$ cat config.mk
export PLATFORM = sky130hd
export DESIGN_NAME = trigger_sequencer
export DESIGN_NICKNAME = d
export VERILOG_FILES = /design/src/rtl/trigger_sequencer.sv
export SDC_FILE = /design/constraint.sdc
export NUM_CORES = 1
export LEC_CHECK = 0
export CAP_MARGIN = 25
export CORE_MARGIN = 4
export CORE_UTILIZATION = 61
export CTS_BUF_LIST = sky130_fd_sc_hd__clkbuf_4 sky130_fd_sc_hd__clkbuf_8
export DETAILED_ROUTE_END_ITERATION = 8
export PLACE_DENSITY = 0.88
export SETUP_SLACK_MARGIN = 0.4
export SLEW_MARGIN = 20
export SYNTH_ARGS = -nofsm -noshare
export SYNTH_HDL_FRONTEND = slang
export SYNTH_SLANG_ARGS = --single-unit
$ cat constraint.sdc
create_clock -name clk -period 4.4 [get_ports clk]
set_input_delay 0.44 -clock clk [delete_from_list [all_inputs] [get_ports clk]]
set_output_delay 0.44 -clock clk [all_outputs]
set_load 0.005 [all_outputs]
$ cat src/rtl/trigger_sequencer.sv
// trigger_sequencer: arms on request, waits for a synchronized rising edge on
// trig_in, then runs delay -> pulse -> holdoff and repeats cfg_repeat times
// (0 = until abort). Every accepted edge latches the free-running timebase.
//
// Build option: define TRIG_MISS_CNT_EN to enable the missed-edge counter
// (edges seen while DELAY/PULSE/HOLDOFF, saturating, cleared on arm). When
// undefined, miss_cnt is tied to 0 and the counter is not built.
module trigger_sequencer #(
  parameter int CNT_WIDTH = 24,
  parameter int DLY_WIDTH = 16,
  parameter int WID_WIDTH = 8,
  parameter int REP_WIDTH = 8
) (
  input  logic                 clk,
  input  logic                 rst_n,
  input  logic                 arm,
  input  logic                 abort,
  input  logic                 trig_in,
  input  logic [DLY_WIDTH-1:0] cfg_delay,
  input  logic [WID_WIDTH-1:0] cfg_width,
  input  logic [DLY_WIDTH-1:0] cfg_holdoff,
  input  logic [REP_WIDTH-1:0] cfg_repeat,
  output logic                 trig_out,
  output logic                 armed,
  output logic                 busy,
  output logic                 done,
  output logic [REP_WIDTH-1:0] fire_cnt,
  output logic [CNT_WIDTH-1:0] ts_out,
  output logic                 ts_valid,
  output logic [7:0]           miss_cnt
);

  // One down-counter serves delay, pulse width and holdoff phases.
  localparam int CW = (DLY_WIDTH > WID_WIDTH) ? DLY_WIDTH : WID_WIDTH;

  typedef enum logic [2:0] {
    S_IDLE,
    S_ARMED,
    S_DELAY,
    S_PULSE,
    S_HOLDOFF
  } state_t;

  state_t               state_q, state_d;
  logic [CW-1:0]        cnt_q, cnt_d;
  logic [REP_WIDTH-1:0] fire_q, fire_d;
  logic [CNT_WIDTH-1:0] timebase_q;
  logic [CNT_WIDTH-1:0] ts_q, ts_d;
  logic                 ts_valid_q, ts_valid_d;
  logic                 done_q, done_d;
  logic                 trig_q;
  logic                 load_cfg;
  logic                 shot_end;

  // Shadow configuration, frozen for the whole run.
  logic [DLY_WIDTH-1:0] dly_q, hold_q;
  logic [WID_WIDTH-1:0] wid_q;
  logic [REP_WIDTH-1:0] rep_q;

  // Synchronizer chain and edge detect.
  logic sync1_q, sync2_q, sync3_q;
  logic trig_edge;

  logic [CW-1:0] dly_m1, hold_m1, wid_m1;

  assign trig_edge = sync2_q & ~sync3_q;
  assign dly_m1    = CW'(dly_q) - CW'(1);
  assign hold_m1   = CW'(hold_q) - CW'(1);
  // A programmed width of 0 still produces a single-cycle pulse.
  assign wid_m1    = (wid_q == '0) ? '0 : CW'(wid_q) - CW'(1);

  // Free-running timebase, wraps naturally.
  always_ff @(posedge clk or negedge rst_n) begin
    if (!rst_n) begin
      timebase_q <= '0;
    end else begin
      // NOTE: sequential state uses non-blocking assignments so every flop
      // samples pre-edge values regardless of block ordering.
      timebase_q <= timebase_q + CNT_WIDTH'(1);
    end
  end

  // Two-flop synchronizer plus a third stage for rising-edge detection.
  always_ff @(posedge clk or negedge rst_n) begin
    if (!rst_n) begin
      sync1_q <= 1'b0;
      sync2_q <= 1'b0;
      sync3_q <= 1'b0;
    end else begin
      sync1_q <= trig_in;
      sync2_q <= sync1_q;
      sync3_q <= sync2_q;
    end
  end

  // Next-state, counter, fire count and timestamp logic.
  always_comb begin
    // NOTE: every variable gets a default first so no path leaves it
    // unassigned, which would otherwise infer a latch.
    state_d    = state_q;
    cnt_d      = cnt_q;
    fire_d     = fire_q;
    ts_d       = ts_q;
    ts_valid_d = 1'b0;
    done_d     = 1'b0;
    load_cfg   = 1'b0;
    shot_end   = 1'b0;

    case (state_q)
      S_IDLE: begin
        if (arm) begin
          state_d  = S_ARMED;
          fire_d   = '0;
          load_cfg = 1'b1;
        end
      end
      S_ARMED: begin
        if (trig_edge) begin
          ts_d       = timebase_q;
          ts_valid_d = 1'b1;
          if (dly_q != '0) begin
            state_d = S_DELAY;
            cnt_d   = dly_m1;
          end else begin
            state_d = S_PULSE;
            cnt_d   = wid_m1;
          end
        end
      end
      S_DELAY: begin
        if (cnt_q == '0) begin
          state_d = S_PULSE;
          cnt_d   = wid_m1;
        end else begin
          cnt_d = cnt_q - CW'(1);
        end
      end
      S_PULSE: begin
        if (cnt_q == '0) begin
          fire_d = fire_q + REP_WIDTH'(1);
          if (hold_q != '0) begin
            state_d = S_HOLDOFF;
            cnt_d   = hold_m1;
          end else begin
            shot_end = 1'b1;
          end
        end else begin
          cnt_d = cnt_q - CW'(1);
        end
      end
      S_HOLDOFF: begin
        if (cnt_q == '0) begin
          shot_end = 1'b1;
        end else begin
          cnt_d = cnt_q - CW'(1);
        end
      end
      default: state_d = S_IDLE;
    endcase

    // fire_d already includes the shot that just finished.
    if (shot_end) begin
      if ((rep_q != '0) && (fire_d == rep_q)) begin
        state_d = S_IDLE;
        done_d  = 1'b1;
      end else begin
        state_d = S_ARMED;
      end
    end

    // Abort wins over everything; counts and timestamp hold.
    if (abort) begin
      state_d    = S_IDLE;
      cnt_d      = cnt_q;
      fire_d     = fire_q;
      ts_d       = ts_q;
      ts_valid_d = 1'b0;
      done_d     = 1'b0;
      load_cfg   = 1'b0;
    end
  end

  // State register and registered outputs.
  always_ff @(posedge clk or negedge rst_n) begin
    if (!rst_n) begin
      state_q    <= S_IDLE;
      cnt_q      <= '0;
      fire_q     <= '0;
      ts_q       <= '0;
      ts_valid_q <= 1'b0;
      done_q     <= 1'b0;
      trig_q     <= 1'b0;
    end else begin
      state_q    <= state_d;
      cnt_q      <= cnt_d;
      fire_q     <= fire_d;
      ts_q       <= ts_d;
      ts_valid_q <= ts_valid_d;
      done_q     <= done_d;
      trig_q     <= (state_d == S_PULSE);
    end
  end

  // Capture configuration when a run is accepted.
  always_ff @(posedge clk or negedge rst_n) begin
    if (!rst_n) begin
      dly_q  <= '0;
      wid_q  <= '0;
      hold_q <= '0;
      rep_q  <= '0;
    end else if (load_cfg) begin
      dly_q  <= cfg_delay;
      wid_q  <= cfg_width;
      hold_q <= cfg_holdoff;
      rep_q  <= cfg_repeat;
    end
  end

`ifdef TRIG_MISS_CNT_EN
  logic [7:0] miss_q, miss_d;
  logic       in_shot;

  assign in_shot = (state_q == S_DELAY) || (state_q == S_PULSE) ||
                   (state_q == S_HOLDOFF);

  // Missed-edge counter: clear on arm accept, saturate at 255.
  always_comb begin
    miss_d = miss_q;
    if (load_cfg) begin
      miss_d = '0;
    end else if (trig_edge && in_shot && (miss_q != 8'hFF)) begin
      miss_d = miss_q + 8'd1;
    end
  end

  // Missed-edge counter register.
  always_ff @(posedge clk or negedge rst_n) begin
    if (!rst_n) begin
      miss_q <= '0;
    end else begin
      miss_q <= miss_d;
    end
  end

  assign miss_cnt = miss_q;
`else
  assign miss_cnt = 8'd0;
`endif

  assign trig_out = trig_q;
  assign armed    = (state_q == S_ARMED);
  assign busy     = (state_q != S_IDLE);
  assign done     = done_q;
  assign fire_cnt = fire_q;
  assign ts_out   = ts_q;
  assign ts_valid = ts_valid_q;

endmodule

# After elaboration in Yosys (flattened, before gate mapping)
# Index checks and enable logic that the tools add are counted.
totals:
  register_bits: 129
  latchBits: 0
  ram_bits: 0
  romBits: 0
  input_bits: 53
  output_inout_bits: 45
  word_cells: 78
  mem_count: 0
classes:
  add_sub_neg: 6
  mul: 0
  n_div: 0
  n_lt_le_gt_ge: 0
  eq_ne: 9
  shifts: 0
  mux: 34
  bitwise: 3
  n_reduce_logical: 11
op_table:
  columns: ["op", "n"]
  rows:
  - ["$mux W16", 7]
  - ["$pmux W16 S4", 1]
  - ["$sub A16 B1 Y16 const B", 3]
  - ["$reduce_bool A16 Y1", 2]
  - ["$add A24 B1 Y24 const B", 1]
  - ["$mux W3", 7]
  - ["$logic_not A16 Y1", 1]
  - ["$mux W8", 2]
  - ["$pmux W8 S2", 1]
  - ["$pmux W3 S5", 1]
  - ["$mux W1", 14]
  - ["$eq A3 B2 Y1 const B", 3]
  - ["$sub A8 B1 Y9 const B", 1]
  - ["$add A8 B1 Y8 const B", 1]
  - ["$eq A8 B8 Y1", 1]
  - ["$logic_not A8 Y1", 1]
  - ["$reduce_bool A8 Y1", 1]
  - ["$reduce_and A5 Y1", 1]
  - ["$reduce_bool A4 Y1", 1]
  - ["$eq A3 B1 Y1 const B", 1]
  - ["$eq A3 B3 Y1 const B", 1]
  - ["$logic_not A3 Y1", 1]
  - ["$ne A3 B3 Y1 const B", 1]
  - ["$reduce_and A3 Y1", 1]
  - ["other kinds (7)", 8]

# Longest topological paths before layout
# Gate-level depths: netlist (run 1).
logic_depth:
  ltp_word: 9
  ltp_mapped: 11

# Worst setup path before layout (run 1)
# No wires, ideal clock.
synth_timing:
  path_type: "register to register"
  from: "reg cnt_q[0]"
  to: "reg done_q (netlist: done)"
  arrival_ns: 2.659
  t_required_ns: 4.333
  path_slack_ns: 1.674
  stages_incl_launch_ff: 10
  n_path_buf: 0
  cell_sequence: "dfrtp_1 -> inv_1 -> ha_1 -> nor2b_1 -> nand4_2 -> or4_4 -> mux2i_1 -> or4_1 -> a2111oi_2 -> and3b_1"
synth_via:
  elab_chain_cells: 8
  elab_cells_between_ends: 11
synth_rtl:
  columns: ["item", "line", "source"]
  rows:
  - ["from (decl)", "45", "logic [CW-1:0] cnt_q, cnt_d;"]
  - ["from (signal assigned)", "195", "cnt_q <= cnt_d;"]
  - ["$logic_not A16 Y1 (*)", "139, 152", null]
  - ["$mux W8", "139", "if (cnt_q == '0) begin"]
  - ["$pmux W8 S2", "109", "case (state_q)"]
  - ["$eq A8 B8 Y1", "163", "if ((rep_q != '0) && (fire_d == rep_q)) begin"]
  - ["$logic_and A1 B1 Y1", "163", null]
  - ["$mux W1", "163", null]
  - ["$mux W1 (*)", "162", "if (shot_end) begin"]
  - ["$mux W1 (*)", "172", "if (abort) begin"]
  - ["net done_d", "50", "logic done_q, done_d;"]
  - ["to (signal assigned)", "199", "done_q <= done_d;"]
  - ["to (decl)", "50", null]
# The timed path passes the listed nets; every way through them passes the cells marked *.
# A chain may end at the register's enable or synchronous reset.

# Worst setup path in the final report (run 1)
# Same ends and word-level chain as after synthesis.

==> impl_metrics.env, run 1 <==
export IMPL_status="completed"
export IMPL_start_util=0.628
export IMPL_htree_levels=4
export IMPL_fmax_mhz=331
export IMPL_dp_cells=917
export IMPL_die_h_um=114
export IMPL_critPathMaxFanout=6
export IMPL_grt_pass1_vias=5890
export IMPL_clockRootBuffer="clkbuf_8"
export IMPL_hp_class="input pin to async pin"
export IMPL_drv_slew=0
export IMPL_antenna_found_initial=0
export IMPL_ios=98
export IMPL_synthArstFlopShare=1.00
export IMPL_final_hold_viol_count=0
export IMPL_endpoint_kind="flip-flop"
export IMPL_fin_nets=857
export IMPL_synthTopCellsByArea="dfrtp_1, mux2_2, nand2_1"
export IMPL_path_clk_slew_ns=0.08
export IMPL_routedWlPerCell_um=17.5
export IMPL_drt_initial_drc_count=380
export IMPL_power_leakage_nw=3.54
export IMPL_fin_total_pwr_mw=3.62
export IMPL_syn_to_final_growth_pct=20.3
export IMPL_hpwl_um=12300
export IMPL_ant_nets=0
export IMPL_fin_crit_sh=0.686
export IMPL_holdWs_ns=0.0211
export IMPL_p_sw_mw=1.23
export IMPL_totalWireLength_um=16700
export IMPL_grt_overflow_total=0
export IMPL_maxSlewHeadroom=0.471
export IMPL_yosysTopAreaCell="dfrtp_1"
export IMPL_ir_worst_vdd_mv=0.315
export IMPL_start_kind="flip-flop"
export IMPL_vias=5651
export IMPL_postCtsSetupRepairBufs=0
export IMPL_yosysTopAreaCellShare=0.472
export IMPL_ctsHoldBuffers=0
export IMPL_syn_area_sq_um=6840
export IMPL_fp_dieW_um=114
export IMPL_port_buffers=89
export IMPL_clk_latency_ns=0.45
export IMPL_synth_edff_count=0
export IMPL_clkSinkCount=129
export IMPL_syn_avg_cell_area_sq_um=9.68
export IMPL_die_area_sq_um=13000
export IMPL_grt_max_degree=55
export IMPL_final_cells=949
export IMPL_p_sw_frac=0.339
export IMPL_ys_flop_type="dfrtp_1"
export IMPL_period_needed_ns=3.02
export IMPL_cts_repair_resized=0
export IMPL_maxCapViolations=0
export IMPL_core_sq_um=10900
export IMPL_antenna_cells=0
export IMPL_clock_skew_ns=0.0162
export IMPL_synth_cell_type_count=65
export IMPL_synthesis_instances=707
export IMPL_clock_power_share=0.284
export IMPL_combinationalPowerShare=0.255
export IMPL_cts_tree="done"
export IMPL_tightestPinTransition_ns=0.794
export IMPL_numCtsBuffers=17
export IMPL_detail_route_first_pass_iterations=5
export IMPL_rsz0062_at_grt="false"
export IMPL_grt_pass1_wl_um=28400
export IMPL_yosysSeqAreaShare=0.472
export IMPL_via_per_inst=5.95
export IMPL_drc_errors=0
export IMPL_required_ns=4.78
export IMPL_ys_ff_latch=129
export IMPL_drive_above_1_share=0.130
export IMPL_p_int_mw=2.39
export IMPL_place_congestion=0.932
export IMPL_cts_path_max_buffers=2
export IMPL_tns_ns=0
export IMPL_dpl_cell_area_sq_um=7830
export IMPL_crit_type="flip-flop to flip-flop"
export IMPL_arrival_ns=3.40
export IMPL_grtUsageTotal=0.275
export IMPL_yosysWarnings=0
export IMPL_power_density_nw_per_um2=439
export IMPL_design_area_sq_um=8230
export IMPL_setup_viol=0
export IMPL_row_count=38
export IMPL_fillCellCount=776
export IMPL_p_seq_frac=0.462
-- layout make-up --
| cell class | count | area, sq um | share of cell area |
|---|---|---|---|
| clock buffer | 18 | 248 | 0.0301 |
| tap | 140 | 175 | 0.0213 |
| timing repair buffer | 96 | 953 | 0.116 |
| clock inverter | 14 | 153 | 0.0185 |
| inverter | 21 | 78.8 | 0.00958 |
| multi-input combinational | 531 | 3400 | 0.413 |
| sequential | 129 | 3230 | 0.392 |
-- power by group through the flow --
stage / combinational (mW) / sequential [mW] / clock (mW)
2_1_floorplan: 0.653 / 1.61 / 0
3_3_place_gp: 0.878 / 1.67 / 0
3_5_place_dp: 0.912 / 1.69 / 0
4_1_cts: 0.918 / 1.66 / 1.04
5_1_grt: 1.02 / 1.70 / 1.10
6_report: 0.921 / 1.67 / 1.03
-- layout by cell type (no fill, tap or decap), types with 11 or more instances in the layout --
cell type and n:
nand3_1 20, a21oi_1 18, o21ai_0 40, dfrtp_1 129, inv_1 21, nor2_1 57, xnor2_1 32, nor4_1 11
clkbuf_8 18, mux2_2 46, nand2_1 119, nor3_1 20, clkdlybuf4s50_1 88, xor2_1 27
-- synth_stat cells, types with 9 or more instances --
library cell,number
dfrtp_1,129
nand2_1,119
nor2_1,58
mux2_2,46
o21ai_0,40
xnor2_1,32
xor2_1,27
inv_1,21
nand3_1,20
nor3_1,20
a21oi_1,18
clkbuf_1,13
buf_2,11
nor4_1,11
buf_4,9
-- layer usage --
layer,global-route usage,up-vias,part of all wire
met5,0,-,0
li1,-,2640,-
met4,0.102,0,0.033
met3,0.0875,54,0.067
met1,0.340,2743,0.41
met2,0.455,214,0.49
-- through the flow --
step | utilization | setup WS (ns)
2_1_floorplan | - | 1.67
3_3_place_gp | 0.717 | 1.44
3_5_place_dp | 0.719 | 1.46
4_1_cts | 0.756 | 1.41
5_1_grt | 0.756 | 1.21
6_report | 0.756 | 1.38
-- worst max-delay path: stages, from the launching register on --
cell	delay, ns
dfrtp_1	0.43
inv_1	0.08
ha_1	0.18
nor2b_1	0.27
nand4_2	0.20
or4_4	0.60
mux2i_1	0.15
or4_1	0.43
a2111oi_2	0.41
and3b_1	0.21
-- kinds of logic (layout without fill, tap and decap cells) --
logic type / after synthesis / in the layout / share of synthesized area
and+or+nand+nor: 290 / 290 / 0.209
DFF: 129 / 129 / 0.472
AOI/OAI and AO/OA: 112 / 112 / 0.104
xor gates and xnor gates: 59 / 59 / 0.0755
muxes: 54 / 54 / 0.0874
buffers and inverters: 54 / 149 / 0.0366
adders and majority gates: 8 / 8 / 0.0146
other: 1 / 8 / 0.000548
-- path summary, 6_finish.rpt --
kind                              to  startpoint  depth (start not counted)  slack (ns)
setup reg to reg                done    cnt_q[0]                          9        1.38
max in group asynchronous  dly_q[13]       rst_n                          2        3.38
hold reg to reg              sync2_q     sync1_q                          0        0.37
setup / recovery                done    cnt_q[0]                          9        1.38
min in group clk             sync2_q     sync1_q                          0        0.37
hold / removal              cnt_q[4]       rst_n                          1        0.02
-- flip-flops by register name, summed over array words and instances, names as in the netlist --
name,cells
sync1_q,1
ts_valid,1
rep_q,8
dly_q,16
sync3_q,1
cnt_q,16
trig_out,1
timebase_q,24
ts_out,24
hold_q,16
sync2_q,1
fire_cnt,8
state_q,3
wid_q,8
done,1
Note: power is estimated with default switching activity, not from simulation.
==> run 2: changes to the inputs <==
--- a/config.mk
+++ b/config.mk
@@ -7,10 +7,10 @@
 export LEC_CHECK = 0
 export CAP_MARGIN = 25
 export CORE_MARGIN = 4
-export CORE_UTILIZATION = 61
+export CORE_UTILIZATION = 57
 export CTS_BUF_LIST = sky130_fd_sc_hd__clkbuf_4 sky130_fd_sc_hd__clkbuf_8
 export DETAILED_ROUTE_END_ITERATION = 8
-export PLACE_DENSITY = 0.88
+export PLACE_DENSITY = 0.83
 export SETUP_SLACK_MARGIN = 0.4
 export SLEW_MARGIN = 20
 export SYNTH_ARGS = -nofsm -noshare
==> constraint.sdc (replaced) <==
create_clock -name clk -period 3 [get_ports clk]
set_input_delay 0.3 -clock clk [delete_from_list [all_inputs] [get_ports clk]]
set_output_delay 0.3 -clock clk [all_outputs]
set_load 0.005 [all_outputs]
==> impl_metrics.env, run 2 (synthesized netlist as in run 1, its figures left out) <==
export IMPL_status="completed"
export IMPL_path_clk_slew_ns=0.08
export IMPL_tns_ns=0
export IMPL_drive_above_1_share=0.167
export IMPL_critPathMaxFanout=3
export IMPL_cts_path_max_buffers=2
export IMPL_clkSinkCount=129
export IMPL_power_leakage_nw=3.66
export IMPL_hp_start="trig_in"
export IMPL_drt_initial_drc_count=364
export IMPL_hpwl_um=12600
export IMPL_antenna_cells=0
export IMPL_maxSlewHeadroom=0.537
export IMPL_detail_route_first_pass_iterations=5
export IMPL_crit_path_cell_trace="or4_4 -> or4_4 -> mux2i_1 -> or4_4 -> a2111oi_4 -> and3b_1"
export IMPL_power_density_nw_per_um2=655
export IMPL_clock_skew_ns=0.0127
export IMPL_fin_crit_sh=0.875
export IMPL_setup_slack_ns=0.375
export IMPL_fin_util=0.737
export IMPL_startpoint="cnt_q[9]"
export IMPL_hp_class="input pin to flip-flop"
export IMPL_fmax_mhz=381
export IMPL_clockRootBuffer="clkbuf_8"
export IMPL_endpoint_kind="flip-flop"
export IMPL_routedWlPerCell_um=17.8
export IMPL_critical_path_max_stage_delay_ns=0.54
export IMPL_port_buffers=89
export IMPL_maxCapViolations=0
export IMPL_numCtsBuffers=17
export IMPL_vias=5703
export IMPL_ir_worst_vdd_mv=0.355
export IMPL_reg2reg_from="cnt_q[9]"
export IMPL_final_hold_viol_count=0
export IMPL_htree_levels=4
export IMPL_fp_dieW_um=118
export IMPL_dpl_cell_area_sq_um=7910
export IMPL_grt_pass1_vias=5758
export IMPL_totalWireLength_um=17200
export IMPL_grtUsageTotal=0.253
export IMPL_core_sq_um=11600
export IMPL_grt_pass1_wl_um=28500
export IMPL_start_kind="flip-flop"
export IMPL_die_h_um=118
export IMPL_setup_viol=0
export IMPL_cpMostUsedCell="or4_4"
export IMPL_clk_latency_ns=0.45
export IMPL_period_needed_ns=2.62
export IMPL_drc_errors=0
export IMPL_grt_overflow_total=0
export IMPL_place_congestion=0.925
export IMPL_layout_common_cells="dfrtp_1, nand2_1, clkdlybuf4s50_1, nor2_1, mux2_2"
export IMPL_fin_nets=876
export IMPL_ant_nets=0
export IMPL_required_ns=3.39
export IMPL_drv_slew=0
export IMPL_cp_slowest_cell="or4_4"
export IMPL_tightestPinTransition_ns=0.694
export IMPL_fin_total_pwr_mw=5.59
export IMPL_row_count=39
export IMPL_via_per_inst=5.88
export IMPL_final_common_cell="dfrtp_1"
export IMPL_die_area_sq_um=13800
export IMPL_syn_to_final_growth_pct=24.6
export IMPL_fillCellCount=826
export IMPL_antenna_found_initial=0
export IMPL_start_util=0.591
export IMPL_dp_slack_ns=0.252
export IMPL_arrival_ns=3.02
export IMPL_ios=98
export IMPL_crit_type="flip-flop to flip-flop"
export IMPL_cts_tree="done"
export IMPL_design_area_sq_um=8520
export IMPL_rsz0062_at_grt="true"
export IMPL_grt_max_degree=55
[run 2: cell type report]
type,count,area [sq um],share of cell area
Multi-Input combinational cell,531,3500,0.411
Sequential cell,129,3230,0.379
Timing Repair Buffer,115,1100,0.129
Clock buffer,21,270,0.0317
Tap cell,143,179,0.0210
Clock inverter,10,160,0.0188
Inverter,21,78.8,0.00925
[run 2: timing repair]
action,4_1_cts,5_1_grt
endpoints found under the hold margin,51,0
buffers inserted,6,3
endpoints found under the setup margin,8,53
pin swaps,3,1
gates resized for setup,10,13
hold buffers,1,0
[run 2: critical path: cells and delay by family, from the launching register on]
family / cells / cell delay, ns
flops: 1 / 0.39
mux: 1 / 0.16
compound gates: 1 / 0.31
simple gates: 4 / 1.70
[run 2: per-stage QoR]
stage	hold slack (ns)	instances
global placement	0.342	929
floorplan	0.00441	714
detailed placement	0.346	929
CTS	0.277	967
finish	0.286	970
global route	0.274	970
[run 2: final timing paths]
| path | end | slack (ns) | cells past startpoint |
|---|---|---|---|
| hold reg to reg | sync2_q | 0.37 | 0 |
| hold / removal | sync1_q | 0.29 | 1 |
| setup / recovery | done | 0.38 | 6 |
| setup reg to reg | done | 0.38 | 6 |
| min in group asynchronous | fire_cnt[6] | 0.44 | 2 |
| max in group asynchronous | cnt_q[13] | 1.71 | 3 |
[run 2: where the power goes]
group | internal, mW | total, mW | leakage (nW) | switching [mW]
logic | 0.772 | 1.51 | 1.80 | 0.739
registers | 2.05 | 2.44 | 1.64 | 0.396
clock network | 0.948 | 1.63 | 0.220 | 0.682
[run 2: metal layers]
layer | vias to the layer above | share of wire | global-route usage
met1 | 2789 | 0.41 | 0.311
li1 | 2673 | - | -
met5 | - | 0 | 0
met2 | 204 | 0.51 | 0.436
met3 | 37 | 0.064 | 0.0649
met4 | 0 | 0.022 | 0.0879
==> patch 1, RTL diff (config.mk and constraints of run 1) <==
Change the parameter `DLY_WIDTH` from 16 to 32.
--- a/src/rtl/trigger_sequencer.sv
+++ b/src/rtl/trigger_sequencer.sv
@@ -8,5 +8,5 @@
 module trigger_sequencer #(
   parameter int CNT_WIDTH = 24,
-  parameter int DLY_WIDTH = 16,
+  parameter int DLY_WIDTH = 32,
   parameter int WID_WIDTH = 8,
   parameter int REP_WIDTH = 8
Ports: changed (resized cfg_delay and cfg_holdoff); port bits go from 98 to 130. No check against the original RTL was run, so the function may have changed too.
==> patch 1 against run 1 <==
Non-clock buffer count is 47 higher. First-iteration DRC count is 120% higher. Total power is 31% higher. Sequential power is 38% higher. Count of clock-buffer cells in the layout is 1 lower. Via count is 55% higher. Worst setup slack worse by 0.67 ns. Wire length is 57% higher. Sequential cell count is 48 higher. Critical path depth stayed put. Critical endpoint is now cnt_q[28]$_DFFE_PN0P_. Synthesized area is 46% higher. Sequential share of layout area is 1.9 points lower. Final cell count is 47% higher. Final area is 44% higher.
==> patch 1: results (changes against run 1) <==
{| class="wikitable"
! Metric !! Value
|-
| Clock Skews || 0.01917 ns (was 0.01622 ns)
|-
| Worst-case register-to-register setup slack || 0.71 ns (was 1.38 ns)
|-
| Maximum resistive drop on vdd || 0.3694 mV (was 0.3154 mV)
|-
| Last weighted congestion value of the routability-driven placer || 0.9642 (was 0.9316)
|-
| First element of the critical path || cnt_q[7]$_DFFE_PN0P_ (was cnt_q[0]$_DFFE_PN0P_)
|-
| Crit path max fanout || 29 (was 6)
|-
| Arrival time reported for the critical path endpoint || 4.06 ns (was 3.40 ns)
|-
| Number of global-route vias before repair || 8415 (was 5890)
|-
| Critical path's slowest cell || sky130_fd_sc_hd__a31oi_4 (was sky130_fd_sc_hd__or4_4)
|-
| Gate count of the mapped netlist || 1051 (was 707)
|-
| Post-synthesis cell type count || 67 (was 65)
|-
| Clk_lat worst skew || 0.49 ns (was 0.45 ns)
|-
| M1 WL || 10640 um (was 6756 um)
|-
| Worst slew margin || 0.3970 (was 0.4705)
|-
| Wire length of the first global-routing pass || 42310 um (was 28370 um)
|-
| Proportion of layout cells with a drive suffix above 1 || 0.1345 (was 0.1298)
|-
| Number of vias in the routed layout || 8751 (was 5651)
|-
| Worst reg2reg path endpoint || cnt_q[28]$_DFFE_PN0P_ (was done$_DFF_PN0_)
|-
| Static Leakage || 4.850 nW (was 3.540 nW)
|-
| Maximum number of pins on one net before global-route repair || 110 (was 55)
|-
| Number of DRC markers after the initial detailed-route iteration || 828 (was 380)
|-
| Worst-path clk slew || 0.11 ns (was 0.08 ns)
|-
| Leading cell types by total area after synthesis || sky130_fd_sc_hd__dfrtp_1 44%, sky130_fd_sc_hd__mux2_2 9.5%, sky130_fd_sc_hd__nand2_1 4.9%, sky130_fd_sc_hd__xor2_1 4.1%, sky130_fd_sc_hd__o21ai_0 3.8% (was sky130_fd_sc_hd__dfrtp_1 47%, sky130_fd_sc_hd__mux2_2 7.6%, sky130_fd_sc_hd__nand2_1 6.5%, sky130_fd_sc_hd__xnor2_1 4.1%, sky130_fd_sc_hd__xor2_1 3.5%)
|-
| Met2 wirelength from detailed routing || 12700 um (was 8226 um)
|-
| Port-buffer cells || 121 (was 89)
|-
| Number of fill cells || 1097 (was 776)
|-
| DR WL/cell || 18.76 um (was 17.54 um)
|-
| Worst hold path type || flop to flop (was input pin to async pin)
|-
| Status || finished clean (unchanged)
|-
| Final nets || 1262 (was 857)
|-
| Crit-path max cell delay || 0.69 ns (was 0.60 ns)
|-
| Final HPWL DP || 18920 um (was 12330 um)
|-
| Sequential share of the synthesized area || 0.4446 (was 0.4719)
|}
## patch 1: cell count changes in the layout (fill, tap and decap cells not counted), sizes merged, moves of 29 or more
| cell | delta |
|---|---|
| dfrtp | +48 |
| a21oi | +30 |
| nor2 | +29 |
| clkdlybuf4s50 | +32 |
| o21ai | +36 |
| mux2 | +39 |
## patch 1: report_power, final
group          leakage [nW]  total, W  internal [W]  switching, W
clock network         0.214   0.00117      0.000447      0.000725
registers              2.22   0.00231       0.00193      0.000382
logic                  2.41   0.00124      0.000613      0.000631
total                  4.85   0.00473       0.00299       0.00174
## patch 1: what timing repair did
item	CTS	global route
hold buffers	0	1
endpoints found under the setup margin	0	4
setup buffers	0	0
endpoints found under the hold margin	0	28
## patch 1: kinds of logic after synthesis
logic type                 count (synthesis)  share of synthesized area
AOI/OAI and AO/OA                        205                     0.1268
muxes                                     93                     0.1045
and+or+nand+nor                          411                     0.2061
adders and majority gates                  8                    0.01005
xor gates and xnor gates                  85                    0.07472
DFF                                      177                     0.4446
buffers and inverters                     71                    0.03290
other                                      1                  0.0003764
## patch 1: final cells by class
class,count,share of cell area
multi-input combinational,810,0.4423
clock inverter,15,0.01720
clock buffer,17,0.01973
timing repair buffer,143,0.1181
inverter,20,0.006331
tap,216,0.02279
sequential,177,0.3735
## patch 1: worst register-to-register path, cell delays in order, from the launching register on
cell and delay [ns]:
sky130_fd_sc_hd__dfrtp_1 0.45, sky130_fd_sc_hd__nor4_1 0.58, sky130_fd_sc_hd__nand3_1 0.48, sky130_fd_sc_hd__or3_1 0.64, sky130_fd_sc_hd__a31oi_4 0.69, sky130_fd_sc_hd__buf_4 0.30
sky130_fd_sc_hd__nor3_1 0.06, sky130_fd_sc_hd__nor2_1 0.08, sky130_fd_sc_hd__o21ai_0 0.08, sky130_fd_sc_hd__a22o_1 0.21
## patch 1: layer usage
| metal | global-route usage | vias to the layer above |
|---|---|---|
| met1 | 0.3854 | 4250 |
| met5 | 0 | - |
| met3 | 0.07615 | 55 |
| met2 | 0.4699 | 428 |
| li1 | - | 4018 |
| met4 | 0.07839 | 0 |
## patch 1: stage by stage
step | hold WS [ns] | area, um^2 | setup slack (ns) | utilization | power (W)
after CTS | 0.1289 | 11820 | 0.7606 | 0.7414 | 0.004697
after detailed placement | 0.3541 | 11380 | 0.7925 | 0.7139 | 0.003528
final | 0.3769 | 11860 | 0.7072 | 0.7438 | 0.004727
after global routing | 0.3842 | 11860 | 0.4085 | 0.7438 | 0.004970
after global placement | 0.3458 | 11380 | 0.8254 | 0.7139 | 0.003461
after floorplan | 0.1444 | 9990 | 1.355 | - | 0.003061
==> patch 2, RTL diff (config.mk and constraints of run 1) <==
Made on the original files. Register the input `cfg_holdoff` before use, with the module's reset. The logic sees it one clock later. The other inputs are not delayed to match.
--- a/src/rtl/trigger_sequencer.sv
+++ b/src/rtl/trigger_sequencer.sv
@@ -42,4 +42,14 @@
   } state_t;
 
+  logic [DLY_WIDTH-1:0] cfg_holdoff_q;
+
+  always_ff @(posedge clk or negedge rst_n) begin
+    if (!rst_n) begin
+      cfg_holdoff_q <= '0;
+    end else begin
+      cfg_holdoff_q <= cfg_holdoff;
+    end
+  end
+
   state_t               state_q, state_d;
   logic [CW-1:0]        cnt_q, cnt_d;
@@ -212,5 +222,5 @@
       dly_q  <= cfg_delay;
       wid_q  <= cfg_width;
-      hold_q <= cfg_holdoff;
+      hold_q <= cfg_holdoff_q;
       rep_q  <= cfg_repeat;
     end
Formal check against the unedited RTL: not equivalent (a bounded check fails within 10 cycles, from zero or initial values and one cycle with rst_n low).
==> patch 2 against run 1 <==
Final cell count up 3.8%. Highest routed layer unchanged. Worst setup slack better by 0.13 ns. Largest power group unchanged. Die area up 10%. Wire length up 11%. Sequential cell count up 16. Total power up 1.6%. Final area up 8.1%. Non-clock buffer count down 4. Synthesized area up 11%. Hold slack better by 0.063 ns. Via count up 9.4%.
==> patch 2: results (changes against run 1) <==
{| class="wikitable"
! Metric !! Value
|-
| Net switching component of the power || 0.001244 W (was 0.001227 W)
|-
| Met3 WL || 1494 um (was 1121 um)
|-
| Global-route met1 utilization || 0.3394 (was 0.3397)
|-
| Last weighted congestion value of the routability-driven placer || 0.9526 (was 0.9316)
|-
| Post-synthesis cell type count || 71 (was 65)
|-
| Post-synthesis xor/xnor area fraction || 0.05879 (was 0.07554)
|-
| Final nets || 865 (was 857)
|-
| Placed standard-cell area || 8502 um^2 (was 7831 um^2)
|-
| Crit-path max cell delay || 0.54 ns (was 0.60 ns)
|-
| Sequential share of the synthesized area || 0.4776 (was 0.4719)
|-
| Vias per cell || 6.275 (was 5.955)
|-
| Clock Skews || 0.01596 ns (was 0.01622 ns)
|-
| Arrival time reported for the critical path endpoint || 3.28 ns (was 3.40 ns)
|-
| Grt met2 use || 0.4481 (was 0.4547)
|-
| Core Util, Final || 0.7348 (was 0.7560)
|-
| Total GRT Usage || 0.2651 (was 0.2749)
|-
| Status || finished clean (unchanged)
|-
| Critical path's slowest cell || sky130_fd_sc_hd__and4_1 (was sky130_fd_sc_hd__or4_4)
|-
| Reg power frac || 0.488 (was 0.462)
|-
| M1 WL || 7489 um (was 6756 um)
|-
| Mux share of post-synthesis cell area || 0.09585 (was 0.08743)
|-
| Maximum resistive drop on vdd || 0.3416 mV (was 0.3154 mV)
|-
| Fraction of the mapped netlist area in compound gates || 0.1204 (was 0.1039)
|-
| Gate power share || 0.229 (was 0.255)
|-
| Number of fill cells || 850 (was 776)
|-
| Met2 wirelength from detailed routing || 9284 um (was 8226 um)
|-
| Maximum number of pins on one net before global-route repair || 117 (was 55)
|-
| Worst Setup Slack post-DPL || 1.368 ns (was 1.460 ns)
|-
| Non-filler instance count after layout || 985 (was 949)
|-
| Post-placement cell count || 953 (was 917)
|-
| Top post-synthesis cells by count || 145 x sky130_fd_sc_hd__dfrtp_1, 62 x sky130_fd_sc_hd__mux2_2, 58 x sky130_fd_sc_hd__nand2_1, 49 x sky130_fd_sc_hd__nor2_1, 43 x sky130_fd_sc_hd__o21ai_0 (was 129 x sky130_fd_sc_hd__dfrtp_1, 119 x sky130_fd_sc_hd__nand2_1, 58 x sky130_fd_sc_hd__nor2_1, 46 x sky130_fd_sc_hd__mux2_2, 40 x sky130_fd_sc_hd__o21ai_0)
|-
| Wire length of the first global-routing pass || 30680 um (was 28370 um)
|-
| Worst slew margin || 0.4079 (was 0.4705)
|-
| Crit path max fanout || 12 (was 6)
|-
| Internal || 0.002432 W (was 0.002390 W)
|-
| Static Leakage || 3.662 nW (was 3.540 nW)
|-
| Number of DRC markers after the initial detailed-route iteration || 630 (was 380)
|-
| Number of global-route vias before repair || 6147 (was 5890)
|-
| Met3 global-route usage || 0.07116 (was 0.08753)
|-
| Post-synthesis share of cell area spent on full adders, half adders and majority gates || 0.01318 (was 0.01463)
|}
[patch 2: final cells by class]
cell class | instances | share of cell area
timing repair buffer | 92 | 0.1031
sequential | 145 | 0.4077
inverter | 16 | 0.006748
clock buffer | 20 | 0.03093
tap | 168 | 0.02362
multi-input combinational | 532 | 0.4145
clock inverter | 12 | 0.01350
[patch 2: path summary, 6_finish.rpt]
kind / slack [ns] / depth (start not counted) / from / endpoint
setup / recovery: 1.51 / 8 / cnt_q[0]$_DFFE_PN0P_ / done$_DFF_PN0_
hold / removal: 0.08 / 1 / rst_n / fire_cnt[4]$_DFFE_PN0N_
setup reg to reg: 1.51 / 8 / cnt_q[0]$_DFFE_PN0P_ / done$_DFF_PN0_
hold reg to reg: 0.37 / 0 / sync1_q$_DFF_PN0_ / sync2_q$_DFF_PN0_
max in group asynchronous: 3.31 / 2 / rst_n / dly_q[15]$_DFFE_PN0P_
min in group clk: 0.37 / 0 / sync1_q$_DFF_PN0_ / sync2_q$_DFF_PN0_
